===== src/rtl/fm_sched_pkg.sv =====
// Shared types and constants for the frame-memory cycle scheduler.
// The owner encoding matches SLOT_IDX. The donation order lists the highest priority first.
package fm_sched_pkg;

  typedef enum logic [1:0] {
    SLOT_IV_WR = 2'd0,
    SLOT_IV_RD = 2'd1,
    SLOT_OV_RD = 2'd2,
    SLOT_OV_WR = 2'd3
  } slot_e;

  localparam int SLOT_LEN_MIN = 4;
  localparam int SLOT_LEN_MAX = 255;

  localparam slot_e DONATE_PRIO [4] = '{SLOT_OV_RD, SLOT_IV_RD, SLOT_IV_WR, SLOT_OV_WR};

  function automatic logic [3:0] slot_onehot(slot_e s);
    return 4'b0001 << s;
  endfunction

endpackage


===== src/rtl/fm_cycle_sched_if.sv =====
// Request, strobe and frame-status bundle between the scheduler and its requesters.
// The scheduler connects through the slave modport. The requesters and frame logic connect through the master modport.
interface fm_cycle_sched_if;

  logic       VSYNC;
  logic       FREEZE;
  logic       IV_WR_REQ;
  logic       IV_RD_REQ;
  logic       OV_RD_REQ;
  logic       OV_WR_REQ;
  logic       FM_IV_WR_CYCLE;
  logic       FM_IV_RD_CYCLE;
  logic       FM_OV_RD_CYCLE;
  logic       FM_OV_WR_CYCLE;
  logic       FM_CYCLE_STP_ADV;
  logic [1:0] SLOT_IDX;
  logic       FRAME_ALT;
  logic       FRAME_ALT_FRZ;
  logic       VSYNC_ERR;

  modport master (
    output VSYNC, FREEZE, IV_WR_REQ, IV_RD_REQ, OV_RD_REQ, OV_WR_REQ,
    input  FM_IV_WR_CYCLE, FM_IV_RD_CYCLE, FM_OV_RD_CYCLE, FM_OV_WR_CYCLE,
    input  FM_CYCLE_STP_ADV, SLOT_IDX, FRAME_ALT, FRAME_ALT_FRZ, VSYNC_ERR
  );

  modport slave (
    input  VSYNC, FREEZE, IV_WR_REQ, IV_RD_REQ, OV_RD_REQ, OV_WR_REQ,
    output FM_IV_WR_CYCLE, FM_IV_RD_CYCLE, FM_OV_RD_CYCLE, FM_OV_WR_CYCLE,
    output FM_CYCLE_STP_ADV, SLOT_IDX, FRAME_ALT, FRAME_ALT_FRZ, VSYNC_ERR
  );

endinterface


===== src/rtl/fm_slot_timer.sv =====
// Slot cycle counter. It flags the last cycle of each slot (the boundary).
// The step-advance output is registered and is high on slot cycle SLOT_LEN-2.
module fm_slot_timer
  import fm_sched_pkg::*;
#(
  parameter int SLOT_LEN = 8
) (
  input  logic i_clk,
  input  logic i_rst,
  output logic o_bnd,
  output logic o_stp_adv
);

  localparam int LEN = (SLOT_LEN < SLOT_LEN_MIN) ? SLOT_LEN_MIN :
                       (SLOT_LEN > SLOT_LEN_MAX) ? SLOT_LEN_MAX : SLOT_LEN;
  localparam logic [7:0] LAST    = 8'(LEN - 1);
  localparam logic [7:0] STP_PRE = 8'(LEN - 3);

  logic [7:0] r_cnt;
  logic       r_stp_adv;

  // Set r_stp_adv one cycle early so that the pulse itself comes out of a flop.
  always_ff @(posedge i_clk) begin
    if (i_rst) begin
      r_cnt     <= 8'd0;
      r_stp_adv <= 1'b0;
    end else begin
      r_cnt     <= (r_cnt == LAST) ? 8'd0 : r_cnt + 8'd1;
      r_stp_adv <= (r_cnt == STP_PRE);
    end
  end

  assign o_bnd     = (r_cnt == LAST);
  assign o_stp_adv = r_stp_adv;

endmodule


===== src/rtl/fm_cycle_sched.sv =====
// Frame-memory cycle scheduler: rotates four slot owners, VSYNC realigns to slot 0.
// Optional FM_SLOT_DONATE_EN hands idle slots to the highest-priority pending requester.
module fm_cycle_sched
  import fm_sched_pkg::*;
#(
  parameter int SLOT_LEN = 8
) (
  input  logic             CLK,
  input  logic             RST,
  fm_cycle_sched_if.slave  bus
);

  logic       w_bnd;
  logic       w_stp_adv;
  logic [3:0] w_req;
  slot_e      w_idx_nxt;
  logic [3:0] w_grant_nxt;

  slot_e      r_slot_idx;
  logic [3:0] r_grant;
  logic       r_resync_pend;
  logic       r_frame_alt;
  logic       r_frame_alt_frz;
  logic       r_vsync_err;

  fm_slot_timer #(.SLOT_LEN(SLOT_LEN)) u_timer (
    .i_clk     (CLK),
    .i_rst     (RST),
    .o_bnd     (w_bnd),
    .o_stp_adv (w_stp_adv)
  );

  assign w_req     = {bus.OV_WR_REQ, bus.OV_RD_REQ, bus.IV_RD_REQ, bus.IV_WR_REQ};
  assign w_idx_nxt = r_resync_pend ? SLOT_IV_WR : slot_e'(r_slot_idx + 2'd1);

  always_comb begin
    w_grant_nxt = w_req & slot_onehot(w_idx_nxt);
`ifdef FM_SLOT_DONATE_EN
    // Walk from the lowest priority to the highest so that the highest pending requester wins.
    if (w_grant_nxt == 4'b0000) begin
      for (int i = 3; i >= 0; i--) begin
        if (w_req[DONATE_PRIO[i]]) w_grant_nxt = slot_onehot(DONATE_PRIO[i]);
      end
    end
`endif
  end

  always_ff @(posedge CLK) begin
    if (RST) begin
      r_slot_idx      <= SLOT_IV_WR;
      r_grant         <= 4'b0000;
      r_resync_pend   <= 1'b0;
      r_frame_alt     <= 1'b0;
      r_frame_alt_frz <= 1'b0;
      r_vsync_err     <= 1'b0;
    end else begin
      if (w_bnd) begin
        r_slot_idx <= w_idx_nxt;
        r_grant    <= w_grant_nxt;
      end
      if (w_bnd && r_resync_pend) begin
        r_frame_alt <= ~r_frame_alt;
        if (!bus.FREEZE) r_frame_alt_frz <= ~r_frame_alt;
      end
      // A VSYNC that arrives while a resync is still pending is dropped and flagged.
      if (bus.VSYNC && r_resync_pend) r_vsync_err <= 1'b1;
      if (bus.VSYNC && !r_resync_pend) r_resync_pend <= 1'b1;
      else if (w_bnd)                  r_resync_pend <= 1'b0;
    end
  end

  assign bus.FM_IV_WR_CYCLE   = r_grant[SLOT_IV_WR];
  assign bus.FM_IV_RD_CYCLE   = r_grant[SLOT_IV_RD];
  assign bus.FM_OV_RD_CYCLE   = r_grant[SLOT_OV_RD];
  assign bus.FM_OV_WR_CYCLE   = r_grant[SLOT_OV_WR];
  assign bus.FM_CYCLE_STP_ADV = w_stp_adv;
  assign bus.SLOT_IDX         = r_slot_idx;
  assign bus.FRAME_ALT        = r_frame_alt;
  assign bus.FRAME_ALT_FRZ    = r_frame_alt_frz;
  assign bus.VSYNC_ERR        = r_vsync_err;

endmodule


===== src/flat_wrapper.sv =====
// flat-port wrapper written by rule: the top's interface ports become plain ports
module fm_cycle_sched_flat import fm_sched_pkg::*;
#(
  parameter int SLOT_LEN = 8
)
  (CLK, RST, bus_VSYNC, bus_FREEZE, bus_IV_WR_REQ, bus_IV_RD_REQ, bus_OV_RD_REQ, bus_OV_WR_REQ, bus_FM_IV_WR_CYCLE, bus_FM_IV_RD_CYCLE, bus_FM_OV_RD_CYCLE, bus_FM_OV_WR_CYCLE, bus_FM_CYCLE_STP_ADV, bus_SLOT_IDX, bus_FRAME_ALT, bus_FRAME_ALT_FRZ, bus_VSYNC_ERR);
  fm_cycle_sched_if bus_i ();
  input  logic CLK;
  input  logic RST;
  input wire logic [$bits(bus_i.VSYNC)-1:0] bus_VSYNC;
  input wire logic [$bits(bus_i.FREEZE)-1:0] bus_FREEZE;
  input wire logic [$bits(bus_i.IV_WR_REQ)-1:0] bus_IV_WR_REQ;
  input wire logic [$bits(bus_i.IV_RD_REQ)-1:0] bus_IV_RD_REQ;
  input wire logic [$bits(bus_i.OV_RD_REQ)-1:0] bus_OV_RD_REQ;
  input wire logic [$bits(bus_i.OV_WR_REQ)-1:0] bus_OV_WR_REQ;
  output wire logic [$bits(bus_i.FM_IV_WR_CYCLE)-1:0] bus_FM_IV_WR_CYCLE;
  output wire logic [$bits(bus_i.FM_IV_RD_CYCLE)-1:0] bus_FM_IV_RD_CYCLE;
  output wire logic [$bits(bus_i.FM_OV_RD_CYCLE)-1:0] bus_FM_OV_RD_CYCLE;
  output wire logic [$bits(bus_i.FM_OV_WR_CYCLE)-1:0] bus_FM_OV_WR_CYCLE;
  output wire logic [$bits(bus_i.FM_CYCLE_STP_ADV)-1:0] bus_FM_CYCLE_STP_ADV;
  output wire logic [$bits(bus_i.SLOT_IDX)-1:0] bus_SLOT_IDX;
  output wire logic [$bits(bus_i.FRAME_ALT)-1:0] bus_FRAME_ALT;
  output wire logic [$bits(bus_i.FRAME_ALT_FRZ)-1:0] bus_FRAME_ALT_FRZ;
  output wire logic [$bits(bus_i.VSYNC_ERR)-1:0] bus_VSYNC_ERR;
  assign bus_i.VSYNC = bus_VSYNC;
  assign bus_i.FREEZE = bus_FREEZE;
  assign bus_i.IV_WR_REQ = bus_IV_WR_REQ;
  assign bus_i.IV_RD_REQ = bus_IV_RD_REQ;
  assign bus_i.OV_RD_REQ = bus_OV_RD_REQ;
  assign bus_i.OV_WR_REQ = bus_OV_WR_REQ;
  assign bus_FM_IV_WR_CYCLE = bus_i.FM_IV_WR_CYCLE;
  assign bus_FM_IV_RD_CYCLE = bus_i.FM_IV_RD_CYCLE;
  assign bus_FM_OV_RD_CYCLE = bus_i.FM_OV_RD_CYCLE;
  assign bus_FM_OV_WR_CYCLE = bus_i.FM_OV_WR_CYCLE;
  assign bus_FM_CYCLE_STP_ADV = bus_i.FM_CYCLE_STP_ADV;
  assign bus_SLOT_IDX = bus_i.SLOT_IDX;
  assign bus_FRAME_ALT = bus_i.FRAME_ALT;
  assign bus_FRAME_ALT_FRZ = bus_i.FRAME_ALT_FRZ;
  assign bus_VSYNC_ERR = bus_i.VSYNC_ERR;
  fm_cycle_sched #(.SLOT_LEN(SLOT_LEN)) u_core (.CLK(CLK), .RST(RST), .bus(bus_i));
endmodule

===== config.mk =====
export PLATFORM = sky130hd
export DESIGN_NAME = fm_cycle_sched_flat
export DESIGN_NICKNAME = d
export VERILOG_FILES = /design/src/rtl/fm_sched_pkg.sv /design/src/rtl/fm_cycle_sched_if.sv /design/src/rtl/fm_slot_timer.sv /design/src/rtl/fm_cycle_sched.sv /design/src/flat_wrapper.sv
export SDC_FILE = /design/constraint.sdc
export NUM_CORES = 1
export LEC_CHECK = 0
export BUFFER_PORTS_ARGS = -buffer_cell sky130_fd_sc_hd__buf_2
export CORE_UTILIZATION = 40
export DETAILED_ROUTE_END_ITERATION = 12
export GPL_TIMING_DRIVEN = 0
export SLEW_MARGIN = 20
export SYNTH_ARGS = -nofsm -noshare
export SYNTH_HDL_FRONTEND = slang
export SYNTH_SLANG_ARGS = --single-unit
export TNS_END_PERCENT = 1

===== constraint.sdc =====
create_clock -name CLK -period 4.2 [get_ports CLK]
set_input_delay 0.21 -clock CLK [delete_from_list [all_inputs] [get_ports CLK]]
set_output_delay 0.21 -clock CLK [all_outputs]
set_load 0.005 [all_outputs]

==> results of run 1 <==
final cells by class:
| type | instances | area share (%) |
|---|---|---|
| inverters | 2 | 0.783 |
| flip-flops and latches | 19 | 39.7 |
| plain buffers | 6 | 2.61 |
| clock buffers | 3 | 2.35 |
| multi-input cells | 66 | 41.9 |
| well taps | 25 | 3.26 |
| repair buffers | 17 | 8.88 |
| clock inverters | 1 | 0.522 |
sequential cells by signal, indices dropped and copies added, names as in the netlist:
register	count
u_core.r_resync_pend	1
u_core.bus.SLOT_IDX	2
u_core.u_timer.r_cnt	8
u_core.r_grant	4
u_core.bus.FRAME_ALT	1
u_core.bus.FRAME_ALT_FRZ	1
u_core.bus.VSYNC_ERR	1
u_core.u_timer.o_stp_adv	1
worst min path at each step:
| stage | start | endpoint | slack, ps |
|---|---|---|---|
| 6_report | bus_OV_RD_REQ | u_core.r_grant[2]$_SDFFE_PP0N_ | 160 |
| 2_1_floorplan | RST | u_core.bus.FRAME_ALT$_SDFFE_PP0P_ | 280 |
| 3_5_place_dp | u_core.bus.VSYNC_ERR$_SDFFE_PP0P_ | u_core.bus.VSYNC_ERR$_SDFFE_PP0P_ | 450 |
| 3_3_place_gp | u_core.u_timer.r_cnt[0]$_SDFF_PP0_ | u_core.u_timer.r_cnt[0]$_SDFF_PP0_ | 450 |
| 5_1_grt | bus_OV_RD_REQ | u_core.r_grant[2]$_SDFFE_PP0N_ | 140 |
| 4_1_cts | bus_OV_RD_REQ | u_core.r_grant[2]$_SDFFE_PP0N_ | 150 |
power breakdown:
| group | switching [mW] | internal [mW] |
|---|---|---|
| Combinational | 0.0117 | 0.00911 |
| Clock | 0.0551 | 0.0355 |
| Sequential | 0.00330 | 0.184 |
| Total | 0.0700 | 0.229 |
cells by family (layout without fill, tap and decap cells):
family	Yosys count	count (layout)
multiplexers	1	1
XOR/XNOR	3	3
flip-flops	19	19
AND/OR/NAND/NOR	36	36
adder cells (fa/ha/maj)	2	2
buffers and inverters	8	29
AO/OA/AOI/OAI	24	24
synth_stat cells (all sizes together), types with 2 or more instances:
| library cell | instances | area share, % |
|---|---|---|
| nand3 | 6 | 3.7 |
| nor4b | 2 | 2.2 |
| a21oi | 12 | 7.4 |
| nand4 | 3 | 2.3 |
| clkbuf | 5 | 2.5 |
| xor2 | 2 | 2.2 |
| nand2 | 2 | 0.92 |
| or3 | 4 | 3.1 |
| o21ai | 8 | 4.9 |
| o31ai | 2 | 1.8 |
| dfxtp | 19 | 47 |
| inv | 2 | 0.92 |
| nor2 | 9 | 4.1 |
| ha | 2 | 3.1 |
layer usage:
| layer | track usage, % | vias up | wire length, um |
|---|---|---|---|
| li1 | - | 382 | - |
| met1 | 24.4 | 355 | 843 |
| met2 | 23.3 | 17 | 761 |
| met3 | 8.08 | 0 | 74 |
| met4 | 3.43 | 0 | 0 |
| met5 | 0 | - | 0 |
through the flow:
stage	total power, mW	setup slack, ps	instances
2_1_floorplan	0.204	2640	93
3_3_place_gp	0.212	2480	135
3_5_place_dp	0.212	2440	135
4_1_cts	0.304	2410	139
5_1_grt	0.315	2320	139
6_report	0.299	2420	139
worst max-delay path: cells and delay by family (launching register included):
kind | cells | cell delay [ps]
and+or+nand+nor | 2 | 430
buffers and inverters | 1 | 210
muxes | 1 | 370
DFF | 1 | 390
adders and majority gates | 1 | 280
==> results.py, run 1 <==
metrics = {
    "status": {
        "outcome": "complete, no violations",
    },
    "final_layout": {
        "final_cell_mix": "dfxtp_1, buf_2, a21oi_1, nor2_1, o21ai_0",
        "fin_area_sq_um": 958,
        "final_common_cell": "dfxtp_1",
        "layout.nets": 125,
        "drive_gt1_share_pct": 21.1,
        "fillers": 197,
        "fin_util_pct": 52.6,
        "antenna_cells": 0,
        "regArea_sq_um": 380,
        "multi_input_area_sq_um": 402,
        "syn2layout_area_growth_pct": 17.7,
    },
    "yosys": {
        "async_reset_ff_share_pct": 0,
        "netlist_instances": 93,
        "synth_nets": 103,
        "synth_mux_area_share_pct": 1.38,
        "synth-adder-area-share_pct": 3.07,
        "synth_cell_types": 30,
        "synth-compound-area-share_pct": 16.1,
        "yosysSeqAreaShare_pct": 46.7,
        "synthXorXnorAreaFrac_pct": 3.23,
        "synth_top_family_by_area": "simple AND/OR/NAND/NOR gates",
        "yosys.area_share.simple_pct": 25.5,
        "synth_ff_type": "dfxtp_1",
        "ys_warn_count": 0,
        "yosys_register_bits": 19,
        "avgSynthCellArea_sq_um": 8.76,
        "synth_edf_count": 0,
        "synth.cell_area_sq_um": 815,
    },
    "worst_setup_path": {
        "rr_worst_depth": 5,
        "reg2reg_setup_slack_ps": 2420,
        "worstSetupEndpointType": "flop",
        "reg2reg_to": "u_core.bus.FRAME_ALT_FRZ$_SDFFE_PP0P_",
        "startpoint_type": "flop",
        "worstReg2RegStart": "u_core.u_timer.r_cnt[0]$_SDFF_PP0_",
        "crit_type": "flop to flop",
        "crit_arrival_ps": 1970,
        "cp-endpoint": "u_core.bus.FRAME_ALT_FRZ$_SDFFE_PP0P_",
        "startpoint": "u_core.u_timer.r_cnt[0]$_SDFF_PP0_",
        "critPathMaxStageDelay_ps": 390,
        "worstPathMaxFanout": 9,
        "path_cells": "ha_1, nand4bb_1, clkbuf_1, nor4_1, mux2_2",
        "worstPathRequired_ps": 4390,
        "critPathSlowestCell": "dfxtp_1",
    },
    "clocking": {
        "cts.root.buffer_cell": "clkbuf_4",
        "holdBufCountCts": 0,
        "postCtsSetupBuffers": 0,
        "cts_buffers": 3,
        "clock_sinks": 19,
        "cts_tree": "built",
        "clkTransAtPathRegs_ps": 110,
        "cts.repair.resized": 0,
        "cts_max_path_buffers": 2,
        "clock_latency_ps": 300,
        "htreeDepth": 1,
    },
    "sta": {
        "finalHoldViolCount": 0,
        "min_period_over_period_pct": 42.4,
        "finalCriticalPeriod_ps": 1780,
        "finClkSkew_ps": 10.2,
        "fmax_mhz": 562,
        "rsz0062_at_grt": "no",
        "holdWs_ps": 158,
        "worst_pin_slew_ps": 943,
        "finalSetupTns_ps": 0,
        "setup_viol": 0,
        "slew_violations": 0,
        "slew_headroom_pct": 36.6,
    },
    "grt": {
        "grt_max_degree": 12,
        "grt_pass1_wl_um": 2580,
        "grt-ovfl-total": 0,
        "antenna_found_initial": 0,
        "grt_pass1_vias": 579,
        "grt_use_total_pct": 17.0,
    },
    "floorplan": {
        "dieArea_sq_um": 2220,
        "ios": 18,
        "fp.dieH_um": 47.1,
        "fp-row-count": 15,
        "core_sq_um": 1820,
        "start_util_pct": 44.7,
        "die-width_um": 47.1,
    },
    "route": {
        "antenna_left": 0,
        "drtPass1Iterations": 4,
        "routed_via_density": 5.42,
        "vias": 754,
        "wl_um": 1680,
        "drt_iter0_drc": 11,
        "wl_per_cell_um": 12.1,
        "drc": 0,
    },
    "min_path": {
        "hp-class": "input port to flop",
        "hold_depth": 3,
    },
    "run": {
        "max-cap-violations": 0,
    },
    "place": {
        "post_dp_cell_area_sq_um": 931,
        "place_hpwl_um": 1210,
        "place.gp.congestion": 0.717,
        "port_buffers": 17,
    },
    "power": {
        "p_per_area_nw_per_um2": 312,
        "leakage_nw": 0.382,
        "ir_drop_uv": 195,
    },
}
No activity file was read; power rests on OpenSTA's default activity.
==> run 2, diff against run 1 <==
- clock period: 4.2 -> 1.72 ns (I/O delays scaled with it)
==> results.py, run 2 (synthesized netlist as in run 1, its figures left out) <==
metrics = {
    "status": {
        "outcome": "complete, no violations",
    },
    "final_layout": {
        "largest-register": "u_core.u_timer.r_cnt",
        "fillers": 194,
        "instances_no_fill": 139,
        "drive_gt1_share_pct": 25.4,
        "multi_input_area_sq_um": 415,
        "fin_util_pct": 53.5,
        "syn2layout_area_growth_pct": 19.7,
        "antenna_cells": 0,
        "layout.nets": 125,
        "final_cell_mix": "buf_2, dfxtp_1, a21oi_1, nor2_1, o21ai_0",
        "regArea_sq_um": 382,
        "largest_reg_flops": 8,
    },
    "clocking": {
        "cts_buffers": 3,
        "holdBufCountCts": 0,
        "htreeDepth": 1,
        "clock_latency_ps": 300,
        "clock_sinks": 19,
        "cts_max_path_buffers": 2,
        "cts_tree": "built",
        "clkTransAtPathRegs_ps": 110,
        "cts.root.buffer_cell": "clkbuf_4",
    },
    "route": {
        "routed_via_density": 5.37,
        "drtPass1Iterations": 4,
        "drt_iter0_drc": 8,
        "vias": 746,
        "wl_per_cell_um": 12.1,
        "drc": 0,
        "antenna_left": 0,
        "wl_um": 1690,
    },
    "place": {
        "place_hpwl_um": 1210,
        "dp_cells": 135,
        "place.gp.congestion": 0.717,
        "pre_cts_slack_ps": -38.2,
        "port_buffers": 17,
    },
    "power": {
        "ir_drop_uv": 468,
        "total_power_mw": 0.732,
        "p_per_area_nw_per_um2": 751,
        "leakage_nw": 0.384,
    },
    "sta": {
        "finalCriticalPeriod_ps": 1610,
        "slew_violations": 0,
        "holdWs_ps": 33.8,
        "worst_pin_slew_ps": 561,
        "setup_viol": 0,
        "finalHoldViolCount": 0,
        "min_period_over_period_pct": 93.7,
        "fin_ws_ps": 108,
        "finClkSkew_ps": 9.66,
        "fmax_mhz": 620,
        "slew_headroom_pct": 62.4,
        "rsz0062_at_grt": "no",
    },
    "worst_setup_path": {
        "worstReg2RegStart": "u_core.u_timer.r_cnt[0]$_SDFF_PP0_",
        "startpoint": "u_core.u_timer.r_cnt[0]$_SDFF_PP0_",
        "worstSetupEndpointType": "flop",
        "worstPathMaxFanout": 9,
        "startpoint_type": "flop",
        "crit_type": "flop to flop",
        "worstPathRequired_ps": 1910,
        "crit_arrival_ps": 1800,
    },
    "grt": {
        "grt_use_total_pct": 17.0,
        "grt_max_degree": 12,
        "grt-ovfl-total": 0,
        "antenna_found_initial": 0,
        "grt_pass1_vias": 579,
        "grt_pass1_wl_um": 2580,
    },
    "floorplan": {
        "fp-row-count": 15,
        "fp.dieH_um": 47.1,
        "dieArea_sq_um": 2220,
        "ios": 18,
        "start_util_pct": 44.7,
        "core_sq_um": 1820,
        "die-width_um": 47.1,
    },
    "run": {
        "max-cap-violations": 0,
    },
    "min_path": {
        "hp-class": "input port to flop",
        "hold_start": "bus_OV_RD_REQ",
    },
}
## run 2: stage by stage
stage	TNS, ps	instance area, sq um
finish	0	975
global route	0	975
CTS	0	967
detailed placement	-38.2	931
global placement	-3.51	931
floorplan	0	815
## run 2: area by class of cell
type / instances / share of cell area [%]
buffer: 6 / 2.70
clock buffer: 3 / 2.31
tap: 25 / 3.21
multi-input combinational: 66 / 42.6
timing repair buffer: 17 / 8.73
sequential: 19 / 39.2
clock inverter: 1 / 0.513
inverter: 2 / 0.770
## run 2: final timing paths
kind	depth (start not counted)	slack (ps)	endpoint
max	5	110	u_core.bus.FRAME_ALT_FRZ$_SDFFE_PP0P_
min	3	30	u_core.r_grant[2]$_SDFFE_PP0N_
max reg2reg	5	110	u_core.bus.FRAME_ALT_FRZ$_SDFFE_PP0P_
min reg2reg	1	440	u_core.u_timer.r_cnt[0]$_SDFF_PP0_
## run 2: what timing repair did
item | 4_1_cts | 5_1_grt
buffers inserted | 0 | 0
pin swaps | 0 | 0
gates cloned | 0 | 0
setup endpoints to repair | 1 | 13
gates resized for setup | 2 | 4
## run 2: per-layer routing
layer,share of wire [%],GRT usage [%],up-vias
met5,0,0,-
met4,0,3.43,0
met3,4.4,8.08,0
met2,45,23.3,15
met1,51,24.4,349
li1,-,-,382
## run 2: worst max-delay path, stage by stage (launching register included)
cell and delay, ps:
dfxtp_2 370, ha_2 230, nand4bb_1 110, clkbuf_2 200, nor4_2 250, mux2_2 350
## run 2: power breakdown
group / total [mW] / switching [mW] / leakage, nW / internal, mW
clock network: 0.222 / 0.135 / 0.0177 / 0.0866
registers: 0.458 / 0.00811 / 0.154 / 0.450
logic: 0.0517 / 0.0290 / 0.212 / 0.0227
